### src/rtl/rca_serial_seq_if.sv
// Operand/result handshake bundle for rca_serial_seq.
// The sub port exists only when RCA_SUB_EN is defined.
interface rca_serial_seq_if #(
  parameter int unsigned WIDTH = 8
);
  logic             start_valid;
  logic             start_ready;
  logic [WIDTH-1:0] A;
  logic [WIDTH-1:0] B;
  logic             Cin;
`ifdef RCA_SUB_EN
  logic             sub;
`endif
  logic [WIDTH-1:0] Sum;
  logic             Cout;
  logic             done_valid;
  logic             done_ready;
  logic             busy;

`ifdef RCA_SUB_EN
  modport master (
    output start_valid, A, B, Cin, sub, done_ready,
    input  start_ready, Sum, Cout, done_valid, busy
  );
  modport slave (
    input  start_valid, A, B, Cin, sub, done_ready,
    output start_ready, Sum, Cout, done_valid, busy
  );
`else
  modport master (
    output start_valid, A, B, Cin, done_ready,
    input  start_ready, Sum, Cout, done_valid, busy
  );
  modport slave (
    input  start_valid, A, B, Cin, done_ready,
    output start_ready, Sum, Cout, done_valid, busy
  );
`endif
endinterface

### src/rtl/rca_serial_seq.sv
// Bit-serial adder: one full-adder cell reused over WIDTH cycles, LSB first.
// Define RCA_SUB_EN to add the sub input (A-B via ~B and carry-in of 1).
module rca_serial_seq #(
  parameter int unsigned WIDTH = 8
) (
  input  logic             clk,
  input  logic             rst_n,
  rca_serial_seq_if.slave  bus
);
  localparam int unsigned CW = $clog2(WIDTH) + 1;

  typedef enum logic [1:0] {IDLE, CALC, DONE} state_t;

  state_t           state, state_nxt;
  logic [WIDTH-1:0] a_sh, b_sh, res_sh, sum_q;
  logic             carry, cout_q;
  logic [CW-1:0]    cnt;
  logic             fa_s, fa_c;
  logic             accept, last_bit, done_hs;
  logic [WIDTH-1:0] b_load;
  logic             c_load;

  always_comb begin
    fa_s = a_sh[0] ^ b_sh[0] ^ carry;
    fa_c = (a_sh[0] & b_sh[0]) | (carry & (a_sh[0] ^ b_sh[0]));
  end

  always_comb begin
    accept   = (state == IDLE) && bus.start_valid;
    last_bit = (state == CALC) && (cnt == CW'(WIDTH - 1));
    done_hs  = (state == DONE) && bus.done_ready;
`ifdef RCA_SUB_EN
    b_load   = bus.sub ? ~bus.B : bus.B;
    c_load   = bus.sub | bus.Cin;
`else
    b_load   = bus.B;
    c_load   = bus.Cin;
`endif
  end

  always_ff @(posedge clk) begin
    if (!rst_n) state <= IDLE;
    else        state <= state_nxt;
  end

  always_comb begin
    state_nxt = state;
    case (state)
      IDLE:    if (accept)   state_nxt = CALC;
      CALC:    if (last_bit) state_nxt = DONE;
      DONE:    if (done_hs)  state_nxt = IDLE;
      default: state_nxt = IDLE;
    endcase
  end

  // Result is latched on the final bit so Sum/Cout hold across the next CALC.
  always_ff @(posedge clk) begin
    if (!rst_n) begin
      a_sh   <= '0;
      b_sh   <= '0;
      res_sh <= '0;
      sum_q  <= '0;
      carry  <= 1'b0;
      cout_q <= 1'b0;
      cnt    <= '0;
    end else if (accept) begin
      a_sh  <= bus.A;
      b_sh  <= b_load;
      carry <= c_load;
      cnt   <= '0;
    end else if (state == CALC) begin
      a_sh   <= {1'b0, a_sh[WIDTH-1:1]};
      b_sh   <= {1'b0, b_sh[WIDTH-1:1]};
      res_sh <= {fa_s, res_sh[WIDTH-1:1]};
      carry  <= fa_c;
      cnt    <= cnt + CW'(1);
      if (last_bit) begin
        sum_q  <= {fa_s, res_sh[WIDTH-1:1]};
        cout_q <= fa_c;
      end
    end
  end

  always_comb begin
    bus.start_ready = (state == IDLE);
    bus.done_valid  = (state == DONE);
    bus.busy        = (state != IDLE);
    bus.Sum         = sum_q;
    bus.Cout        = cout_q;
  end
endmodule

### src/flat_wrapper.sv
// flat-port wrapper written by rule: the top's interface ports become plain ports
module rca_serial_seq_flat 
#(
  parameter int unsigned WIDTH = 8
)
  (clk, rst_n, bus_start_valid, bus_A, bus_B, bus_Cin, bus_done_ready, bus_start_ready, bus_Sum, bus_Cout, bus_done_valid, bus_busy);
  rca_serial_seq_if #(.WIDTH(WIDTH)) bus_i ();
  input  logic clk;
  input  logic rst_n;
  input wire logic [$bits(bus_i.start_valid)-1:0] bus_start_valid;
  input wire logic [$bits(bus_i.A)-1:0] bus_A;
  input wire logic [$bits(bus_i.B)-1:0] bus_B;
  input wire logic [$bits(bus_i.Cin)-1:0] bus_Cin;
  input wire logic [$bits(bus_i.done_ready)-1:0] bus_done_ready;
  output wire logic [$bits(bus_i.start_ready)-1:0] bus_start_ready;
  output wire logic [$bits(bus_i.Sum)-1:0] bus_Sum;
  output wire logic [$bits(bus_i.Cout)-1:0] bus_Cout;
  output wire logic [$bits(bus_i.done_valid)-1:0] bus_done_valid;
  output wire logic [$bits(bus_i.busy)-1:0] bus_busy;
  assign bus_i.start_valid = bus_start_valid;
  assign bus_i.A = bus_A;
  assign bus_i.B = bus_B;
  assign bus_i.Cin = bus_Cin;
  assign bus_i.done_ready = bus_done_ready;
  assign bus_start_ready = bus_i.start_ready;
  assign bus_Sum = bus_i.Sum;
  assign bus_Cout = bus_i.Cout;
  assign bus_done_valid = bus_i.done_valid;
  assign bus_busy = bus_i.busy;
  rca_serial_seq #(.WIDTH(WIDTH)) u_core (.clk(clk), .rst_n(rst_n), .bus(bus_i));
endmodule
### config.mk
export PLATFORM = sky130hd
export DESIGN_NAME = rca_serial_seq_flat
export DESIGN_NICKNAME = d
export VERILOG_FILES = /design/src/rtl/rca_serial_seq_if.sv /design/src/rtl/rca_serial_seq.sv /design/src/flat_wrapper.sv
export SDC_FILE = /design/constraint.sdc
export NUM_CORES = 1
export LEC_CHECK = 0
export CORE_MARGIN = 2
export CORE_UTILIZATION = 42
export DETAILED_ROUTE_END_ITERATION = 7
export PLACE_DENSITY = 0.64
export SYNTH_ARGS = -nofsm -noshare
export SYNTH_HDL_FRONTEND = slang
export SYNTH_SLANG_ARGS = --single-unit
### constraint.sdc
create_clock -name clk -period 3.8 [get_ports clk]
set_clock_uncertainty 0.15 [all_clocks]
set_input_delay 0.76 -clock clk [delete_from_list [all_inputs] [get_ports clk]]
set_output_delay 0.76 -clock clk [all_outputs]
set_load 0.05 [all_outputs]
-- Yosys cells after proc, flatten, opt, wreduce, memory -nomap -nowiden
Cells that the tools add are included.
- bits in registers: 40
- input bits: 21
- output and inout bits: 12
- word-level logic and storage cells: 42
- $add $sub $neg: 1
- equal/unequal tests: 6
- mux-type cells: 10
- bitwise gates (word level): 7
- reduce and logical (&&, ||, !) cells: 10
- operator list (cell ; number):
    $mux W8 ; 4
    $mux W2 ; 3
    $ne A2 B1 Y1 const B ; 3
    $pmux W2 S3 ; 1
    $reduce_and A3 Y1 ; 2
    $add A4 B1 Y4 const B ; 1
    $eq A4 B3 Y1 const B ; 1
    $reduce_bool A2 Y1 ; 2
    $logic_and A1 B1 Y1 ; 3
    $and A1 B1 Y1 ; 2
    $eq A2 B1 Y1 const B ; 1
    $eq A2 B2 Y1 const B ; 1
    $logic_not A2 Y1 ; 1
    $mux W1 ; 2
    $not A1 Y1 ; 2
    $reduce_and A2 Y1 ; 1
    $reduce_or A2 Y1 ; 1
    $xor A1 B1 Y1 ; 2
    $or A1 B1 Y1 ; 1

-- Logic depth before layout (Yosys ltp)
Gate-level depths: netlist (run 1).
- word-level depth: 5
- gate-level depth with buffers: 5

-- Least setup slack after synthesis (run 1)
OpenSTA, ideal clock, no wires.
- kind: flip-flop to output port
- from: register u_core.state[0]
- to: output port bus_busy
- data arrival time: 1673 ps
- data required time: 2890 ps
- path slack: 1217 ps
- cell stages (with the launch flop): 4
- path buffers: 1
- path through: dfxtp_1 -> buf_4 -> nor2_1 -> inv_1
- word-level cells in the longest chain between the ends: 1
- RTL lines (item ; RTL line ; source):
    start, declared ; rca_serial_seq.sv:14 ; state_t state, state_nxt;
    start signal, assigned ; rca_serial_seq.sv:43 ; else state <= state_nxt;
    $reduce_bool A2 Y1 ; rca_serial_seq.sv:87 ; bus.busy = (state != IDLE);
    end, declared ; flat_wrapper.sv:19 ; output wire logic [$bits(bus_i.busy)-1:0] bus_busy;
No other way between the ends.

-- Worst setup path after layout (run 1)
- from: register u_core.state[1]
- to: output port bus_done_valid
- word-level cells in the longest chain between the ends: 1
- RTL lines (item ; RTL line ; source):
    $eq A2 B2 Y1 ; rca_serial_seq.sv:86 ; bus.done_valid = (state == DONE);
    end, declared ; flat_wrapper.sv:18 ; output wire logic [$bits(bus_i.done_valid)-1:0] bus_done_valid;
No other way between the ends.

==> flow_metrics.py, run 1 <==
metrics = {
    "run_status": {
        "status": "completed",
    },
    "setup_path": {
        "rrSetupSlack_ns": 2.16,
        "path_class": "flip-flop to output pin",
        "required_ns": 2.89,
        "crit_path_end_kind": "output pin",
        "worstSetupStartpointType": "flip-flop",
        "r2r_cells": 4,
        "r2r_start": "u_core.state[0]",
        "rr_endpoint": "u_core.b_sh[0]",
        "worst-path-max-fanout": 18,
        "arrival_ns": 2.04,
    },
    "yosys": {
        "yosysSeqAreaShare_pct": 46.74,
        "syn_inst": 192,
        "syn_avg_cell_area_um2": 8.700,
        "ys_types": 34,
        "synth_area_um2": 1670,
        "synth_seq_cells": 39,
        "synth_nets": 215,
        "ys_warn_count": 0,
    },
    "die": {
        "die-area_um2": 4498,
        "ios": 33,
        "die_height_um": 67.07,
        "die_x_um": 67.07,
        "core_um2": 3744,
        "start_util_pct": 44.62,
        "rows": 22,
    },
    "power_and_ir_drop": {
        "power_density_nw_per_um2": 389.7,
        "p_int_mw": 0.6024,
        "switchingPower_mw": 0.2086,
        "combPwrFrac_pct": 12.0,
        "swShare_pct": 25.72,
        "p_leak_nw": 0.7591,
        "power_mw": 0.8109,
        "ir_drop_v": 0.0001756,
        "clock_power_share_pct": 33.6,
        "seqPwrFrac_pct": 54.4,
    },
    "cts": {
        "clock_latency_ns": 0.29,
        "clk_path_buf_depth": 2,
        "cts_setup_buffers": 0,
        "clkTransAtPathRegs_ns": 0.07,
        "numClockSinks": 39,
        "cts_tree": "yes",
        "cts_buffers": 5,
        "ctsResizeCount": 0,
        "cts-root-buf": "clkbuf_8",
        "cts_hold_buf": 0,
        "h-tree-depth": 2,
    },
    "placed_design": {
        "dpl.hpwl_mm": 2.455,
        "place_congestion": 0.7735,
        "port_buffers": 32,
        "post-place-cells": 261,
    },
    "cells_and_area": {
        "drive_gt1_share_pct": 6.335,
        "layout_commonest_cell": "dfxtp_1",
        "area_growth_pct": 24.57,
        "layout.cells.most_common_list": "dfxtp_1, nand2_1, clkdlybuf4s50_1",
        "antenna_cells": 0,
        "layout.nets": 243,
        "layout.cells.non_filler": 269,
    },
    "sta": {
        "hold_ws_ns": 0.3081,
        "finalSetupViolCount": 0,
        "grt_setup_unrepaired": "false",
        "period_minus_slack_ns": 2.955,
        "max_slew_margin_pct": 65.92,
        "hold_viol": 0,
        "fmax_mhz": 338.4,
        "finalCritPeriodShare_pct": 77.76,
        "drv_slew": 0,
        "tightest_slew_ns": 0.5096,
        "fin_tns_setup_ns": 0,
    },
    "worst_hold_path": {
        "hold-path-cell-count": 2,
        "hold_path_class": "flip-flop to flip-flop",
        "hold_path_end": "u_core.res_sh[1]",
        "hp-start": "u_core.res_sh[1]",
    },
    "global_route": {
        "antenna_found_initial": 0,
        "grt_max_degree": 30,
        "grt_pass1_wl_mm": 6.030,
        "grt_pass1_vias": 1394,
        "grt-ovfl-total": 0,
        "grt_use_total_pct": 18.04,
    },
    "detailed_routing": {
        "drtIter0Drc": 80,
        "drc": 0,
        "routed_via_density": 5.409,
        "ant_nets": 0,
        "dr.pass1.iters": 4,
        "wl_mm": 3.474,
        "wl_per_cell_um": 12.91,
        "dr_total_vias": 1455,
    },
    "job": {
        "max_cap_viol_count": 0,
    },
}
## sequential cells by signal, indices dropped and copies added, names as in the netlist
name             cells
u_core.res_sh        7
u_core.b_sh          8
u_core.bus.Sum       8
u_core.cnt           4
u_core.bus.Cout      1
u_core.carry         1
u_core.state         2
u_core.a_sh          8
## synth_stat cells
master      n  area [um2]
o2bb2ai_1   8       70.07
mux2i_1    10       100.1
nand4b_4    1       23.77
dfxtp_1    39       780.8
o21ba_2     1       10.01
clkinv_1    1       3.750
nor3b_1     1       7.510
a32oi_1     1       8.760
nor2b_1     3       18.77
clkbuf_1    6       22.52
nor2_1     12       45.04
o21a_1      1       7.510
or3_1       1       6.260
and2b_1     1       7.510
nor2_4      1       11.26
nand2b_4    1       13.76
o21bai_1    1       7.510
inv_1       3       11.26
a31oi_1     2       12.51
nand3_1     3       15.01
nor3_1      1       5.000
and3_1      1       6.260
a21oi_1    23       115.1
buf_2       5       25.02
buf_4       1       7.510
ha_1        1       12.51
o22ai_1     7       43.79
o21ai_0    16       80.08
nand2b_1    1       6.260
o31ai_1     1       7.510
nand2_1    34       127.6
buf_6       2       22.52
a22oi_1     1       7.510
fa_1        1       20.02
## cell families (layout without fill, tap and decap cells)
| kind of cell | after synthesis | count (layout) | share of synthesized area, % |
|---|---|---|---|
| AO/OA/AOI/OAI | 62 | 62 | 22.17 |
| flip-flops | 39 | 39 | 46.74 |
| buffers and inverters | 18 | 47 | 5.543 |
| adder cells (fa/ha/maj) | 2 | 2 | 1.947 |
| multiplexers | 10 | 10 | 5.993 |
| AND/OR/NAND/NOR | 61 | 61 | 17.60 |
## layer usage
metal | vias up | global-route usage (%) | share of wire (%)
li1 | 721 | - | -
met4 | 0 | 7.143 | 1.5
met2 | 38 | 31.19 | 48
met1 | 691 | 20.17 | 46
met3 | 5 | 6.081 | 4.8
met5 | - | 0 | 0
## power groups by stage
| stage | Sequential [mW] | Clock (mW) | Combinational (mW) |
|---|---|---|---|
| 2_1_floorplan | 0.446 | 0 | 0.0663 |
| 3_3_place_gp | 0.449 | 0 | 0.0959 |
| 3_5_place_dp | 0.450 | 0 | 0.0978 |
| 4_1_cts | 0.441 | 0.281 | 0.0979 |
| 5_1_grt | 0.443 | 0.302 | 0.108 |
| 6_report | 0.441 | 0.272 | 0.0975 |
## worst max path at each step
stage                                from              to  slack (ns)  depth (start not counted)
after global placement    u_core.state[1]  bus_done_valid        1.20                          4
after detailed placement  u_core.state[1]  bus_done_valid        1.17                          4
final                     u_core.state[1]  bus_done_valid        0.85                          4
after CTS                 u_core.state[1]  bus_done_valid        0.84                          4
after global routing      u_core.state[1]  bus_done_valid        0.71                          4
after floorplan           u_core.state[0]        bus_busy        1.22                          3
## cell type report
type | count | area [um2]
clock inverter | 2 | 12.51
fill | 371 | 1663
tap | 48 | 60.06
sequential | 39 | 780.7
clock buffer | 6 | 72.57
inverter | 4 | 15.01
timing repair buffer | 35 | 342.8
multi-input combinational | 135 | 797.0
## per-stage QoR
stage | utilization [%] | instance area [um2] | worst slack (ns)
2_1_floorplan | - | 1670 | 1.217
3_3_place_gp | 53.31 | 1996 | 1.196
3_5_place_dp | 53.31 | 1996 | 1.174
4_1_cts | 55.58 | 2081 | 0.8353
5_1_grt | 55.58 | 2081 | 0.7113
6_report | 55.58 | 2081 | 0.8452
## critical path, cell delays in order, from the launching register on
cell and delay [ns]:
dfxtp_1 0.51, clkinv_1 0.11, buf_4 0.21, nor2_1 0.12, clkdlybuf4s50_1 0.81
Note: power is estimated with default switching activity, not from simulation.
==> run 2, diff against run 1 <==
- PLACE_DENSITY: 0.64 -> 0.67
- clock period: 3.8 -> 2.4 ns (I/O delays scaled with it)
==> run 2 against run 1 <==
Net effect:
- clock-buffer cell count shrank 1
- hold slack is essentially flat
- utilization grew 2.6 points
- largest cell class unchanged
==> flow_metrics.py, run 2 (synthesized netlist as in run 1, its figures left out) <==
metrics = {
    "run_status": {
        "status": "completed",
    },
    "sta": {
        "fin_tns_setup_ns": 0,
        "period_minus_slack_ns": 2.079,
        "tightest_slew_ns": 0.5274,
        "hold_viol": 0,
        "fmax_mhz": 481.1,
        "max_slew_margin_pct": 64.73,
        "finalCritPeriodShare_pct": 86.61,
        "finalSetupViolCount": 0,
        "drv_slew": 0,
        "grt_setup_unrepaired": "false",
    },
    "setup_path": {
        "rrSetupSlack_ns": 0.79,
        "required_ns": 1.77,
        "path_class": "flip-flop to output pin",
        "crit_family": "buffers and inverters",
        "path_buf_inv": 1,
        "worst-path-max-fanout": 2,
        "arrival_ns": 1.45,
        "worstSetupStartpointType": "flip-flop",
        "cpPeakStageDelay_ns": 0.81,
        "r2r_cells": 4,
        "path_cells": "clkdlybuf4s50_1",
        "crit_path_start": "u_core.bus.Cout",
        "crit_path_top_delay_cell": "clkdlybuf4s50_1",
        "r2r_start": "u_core.state[0]",
        "rr_endpoint": "u_core.bus.Sum[2]",
        "crit_path_end_kind": "output pin",
    },
    "die": {
        "die_x_um": 67.07,
        "die_height_um": 67.07,
        "rows": 22,
        "die-area_um2": 4498,
        "start_util_pct": 44.62,
        "ios": 33,
        "core_um2": 3744,
    },
    "detailed_routing": {
        "drtIter0Drc": 57,
        "drc": 0,
        "wl_mm": 3.485,
        "routed_via_density": 5.317,
        "ant_nets": 0,
        "dr_total_vias": 1441,
        "wl_per_cell_um": 12.86,
        "dr.pass1.iters": 4,
    },
    "cts": {
        "clk_path_buf_depth": 2,
        "clkTransAtPathRegs_ns": 0.08,
        "cts_buffers": 5,
        "numClockSinks": 39,
        "ctsResizeCount": 0,
        "cts_hold_buf": 0,
        "cts_setup_buffers": 0,
        "h-tree-depth": 2,
        "cts_tree": "yes",
        "cts-root-buf": "clkbuf_8",
        "clock_latency_ns": 0.30,
    },
    "job": {
        "max_cap_viol_count": 0,
    },
    "worst_hold_path": {
        "hp-start": "u_core.bus.Sum[0]",
        "hold-path-cell-count": 2,
        "hold_path_end": "u_core.bus.Sum[0]",
        "hold_path_class": "flip-flop to flip-flop",
    },
    "cells_and_area": {
        "layout_commonest_cell": "dfxtp_1",
        "area_growth_pct": 30.34,
        "layout.cells.non_filler": 271,
        "layout.cells.most_common_list": "dfxtp_1, nand2_1, clkdlybuf4s50_1",
        "fillers": 342,
        "drive_gt1_share_pct": 8.969,
        "layout.nets": 245,
        "antenna_cells": 0,
    },
    "power_and_ir_drop": {
        "ir_drop_v": 0.0004391,
        "power_density_nw_per_um2": 694.8,
        "p_leak_nw": 0.8072,
    },
    "global_route": {
        "antenna_found_initial": 0,
        "grt_pass1_vias": 1335,
        "grt_max_degree": 25,
        "grt_use_total_pct": 17.75,
        "grt-ovfl-total": 0,
        "grt_pass1_wl_mm": 6.009,
    },
    "placed_design": {
        "place_congestion": 0.7567,
        "port_buffers": 32,
        "dpl.hpwl_mm": 2.482,
        "post-place-cells": 263,
    },
}
[run 2: cell count changes in the layout (fill, tap and decap cells not counted), sizes merged]
| cell | previous run | this run |
|---|---|---|
| clkinv | 2 | 1 |
| clkbuf | 6 | 5 |
| clkdlybuf4s50 | 32 | 29 |
| bufinv | 0 | 2 |
| buf | 3 | 8 |
[run 2: layout make-up]
| cell class | count | area (um2) | share of cell area, % |
|---|---|---|---|
| tap | 48 | 60.06 | 2.759 |
| clock inverter | 3 | 67.56 | 3.103 |
| timing repair buffer | 37 | 387.9 | 17.82 |
| inverter | 4 | 15.01 | 0.6897 |
| clock buffer | 5 | 68.82 | 3.161 |
| multi-input combinational | 135 | 797.0 | 36.61 |
| sequential | 39 | 780.7 | 35.86 |
[run 2: per-layer routing]
layer	share of wire, %	vias up	GRT usage, %	wire [um]
met5	0	-	0	0
met4	1.6	0	6.888	55
met3	4.6	8	5.912	161
met2	48	32	27.72	1666
met1	46	676	22.42	1602
li1	-	725	-	-
[run 2: report_power, final]
| part | internal, mW | total, mW | switching [mW] |
|---|---|---|---|
| sequential | 0.677 | 0.697 | 0.0197 |
| clock | 0.414 | 0.651 | 0.236 |
| combinational | 0.0805 | 0.165 | 0.0843 |
| total | 1.17 | 1.51 | 0.340 |
[run 2: worst max path at each step]
stage	slack [ns]	depth (start not counted)	to
after detailed placement	0.26	3	u_core.b_sh[7]
after global placement	0.35	3	u_core.b_sh[7]
final	0.32	1	bus_Cout
after global routing	0.28	1	bus_Sum[4]
after CTS	0.30	1	bus_Cout
after floorplan	0.1	3	bus_busy
[run 2: per-stage QoR]
step                area, um2  worst slack [ns]  utilization (%)  hold slack [ns]  total power [mW]
floorplan                1670           0.09736                -           0.2866            0.8108
global placement         2041            0.3484            54.51           0.2912            0.8721
detailed placement       2041            0.2550            54.51           0.2996            0.8770
CTS                      2177            0.3016            58.16           0.3111             1.530
global route             2177            0.2812            58.16           0.3291             1.578
finish                   2177            0.3213            58.16           0.3081             1.513
==> run 3, diff against run 2 <==
- CORE_UTILIZATION: 42 -> 45
- PLACE_DENSITY: 0.67 -> 0.71
==> run 3 against run 2 <==
Net effect:
- cell area decreased by 1.1%
- non-clock buffer count increased by 1
- maximum frequency increased by 0.40%
- hold slack got worse by 0.0012 ns
- wire length decreased by 4.2%
- global-route usage increased by 0.28 points
- first-iteration DRC count increased by 39%
- critical path depth unchanged
- sequential power about the same
- clock-buffer cell count increased by 1
- utilization increased by 1.6 points
- largest power group unchanged
==> flow_metrics.py, run 3 (synthesized netlist as in run 1, its figures left out) <==
metrics = {
    "run_status": {
        "status": "completed",
    },
    "setup_path": {
        "cp.depth": 1,
        "r2r_start": "u_core.cnt[0]",
        "crit_path_top_delay_cell": "clkdlybuf4s50_1",
        "required_ns": 1.77,
        "crit_family": "buffers and inverters",
        "path_class": "flip-flop to output pin",
        "crit_path_end_kind": "output pin",
        "rrSetupSlack_ns": 0.85,
        "arrival_ns": 1.44,
        "r2r_cells": 4,
        "path_cells": "clkdlybuf4s50_1",
        "rr_endpoint": "u_core.bus.Sum[4]",
        "worstSetupStartpointType": "flip-flop",
        "cpPeakStageDelay_ns": 0.80,
        "path_buf_inv": 1,
        "worst-path-max-fanout": 2,
    },
    "die": {
        "start_util_pct": 46.32,
        "rows": 22,
        "die_height_um": 64.93,
        "core_um2": 3606,
        "ios": 33,
        "die-area_um2": 4215,
        "die_x_um": 64.93,
    },
    "power_and_ir_drop": {
        "p_leak_nw": 0.8042,
        "ir_drop_v": 0.0003485,
        "power_density_nw_per_um2": 658.7,
    },
    "cells_and_area": {
        "layout.nets": 246,
        "area_growth_pct": 28.91,
        "layout.cells.non_filler": 272,
        "antenna_cells": 0,
        "layout.cells.most_common_list": "dfxtp_1, nand2_1, clkdlybuf4s50_1",
        "drive_gt1_share_pct": 9.375,
        "layout_commonest_cell": "dfxtp_1",
    },
    "detailed_routing": {
        "drt-met1-wl_mm": 1.596,
        "dr_total_vias": 1435,
        "drtIter0Drc": 79,
        "topRoutingLayerUsed": "met4",
        "wl_met2_mm": 1.514,
        "wl_met3_um": 165,
        "wl_mm": 3.338,
        "drc": 0,
        "wl_per_cell_um": 12.27,
        "ant_nets": 0,
        "dr.pass1.iters": 4,
        "routed_via_density": 5.276,
    },
    "cts": {
        "clock_latency_ns": 0.30,
        "cts_hold_buf": 0,
        "numClockSinks": 39,
        "cts_tree": "yes",
        "ctsResizeCount": 0,
        "clk_path_buf_depth": 2,
        "h-tree-depth": 2,
        "cts_buffers": 5,
        "clkTransAtPathRegs_ns": 0.07,
        "cts-root-buf": "clkbuf_8",
        "cts_setup_buffers": 0,
    },
    "sta": {
        "drv_slew": 0,
        "grt_setup_unrepaired": "false",
        "finalCritPeriodShare_pct": 86.26,
        "hold_viol": 0,
        "fmax_mhz": 483.0,
        "period_minus_slack_ns": 2.070,
        "tightest_slew_ns": 0.5069,
        "max_slew_margin_pct": 66.10,
        "fin_tns_setup_ns": 0,
        "finalSetupViolCount": 0,
    },
    "worst_hold_path": {
        "hold_path_end": "u_core.res_sh[1]",
        "hold-path-cell-count": 2,
        "hp-start": "u_core.res_sh[1]",
        "hold_path_class": "flip-flop to flip-flop",
    },
    "job": {
        "max_cap_viol_count": 0,
    },
    "placed_design": {
        "place_congestion": 0.7667,
        "port_buffers": 32,
        "dpl.hpwl_mm": 2.327,
        "post-place-cells": 264,
    },
    "global_route": {
        "grt_pass1_vias": 1407,
        "grt-ovfl-total": 0,
        "grt_max_degree": 25,
        "antenna_found_initial": 0,
        "grt_pass1_wl_mm": 5.878,
        "grt_use_total_pct": 18.02,
    },
}
## run 3: worst reg2reg max path: cells and delay by family, from the launching register on
kind	cells	cell delay, ns
mux	1	0.23
simple gates	2	0.47
fa+ha+maj	1	0.27
flops	1	0.37
## run 3: power by group
| group | internal, mW | leakage [nW] | switching [mW] |
|---|---|---|---|
| logic | 0.0790 | 0.424 | 0.0847 |
| registers | 0.678 | 0.319 | 0.0171 |
| clock network | 0.336 | 0.0612 | 0.224 |
| total | 1.09 | 0.804 | 0.326 |
## run 3: layout make-up
class	instances	area (um2)
Tap cell	48	60.06
Inverter	4	15.01
Multi-Input combinational cell	135	797.0
Clock inverter	2	35.03
Sequential cell	39	780.7
Clock buffer	6	82.58
Timing Repair Buffer	38	382.9
Fill cell	331	1453
## run 3: how the worst max path moves through the flow
stage                     end              start  slack [ns]
6_report           bus_Sum[5]  u_core.bus.Sum[5]        0.33
3_3_place_gp   u_core.b_sh[2]    bus_start_valid        0.51
2_1_floorplan        bus_busy    u_core.state[0]         0.1
5_1_grt              bus_Cout    u_core.bus.Cout        0.29
3_5_place_dp    u_core.cnt[3]    bus_start_valid        0.46
4_1_cts            bus_Sum[5]  u_core.bus.Sum[5]        0.32
## run 3: metrics by stage
stage | area, um2 | util [%] | hold slack (ns) | power, mW | worst slack (ns)
after floorplan | 1670 | - | 0.2866 | 0.8108 | 0.09736
after global placement | 2036 | 56.45 | 0.2953 | 0.8725 | 0.5097
after detailed placement | 2036 | 56.45 | 0.2981 | 0.8740 | 0.4640
after CTS | 2153 | 59.72 | 0.3115 | 1.435 | 0.3204
after global routing | 2153 | 59.72 | 0.3322 | 1.477 | 0.2873
final | 2153 | 59.72 | 0.3070 | 1.418 | 0.3297
## run 3: metal layers
layer	vias up	global-route usage, %
li1	729	-
met5	-	0
met4	0	10.64
met2	31	29.38
met1	668	21.54
met3	7	4.167
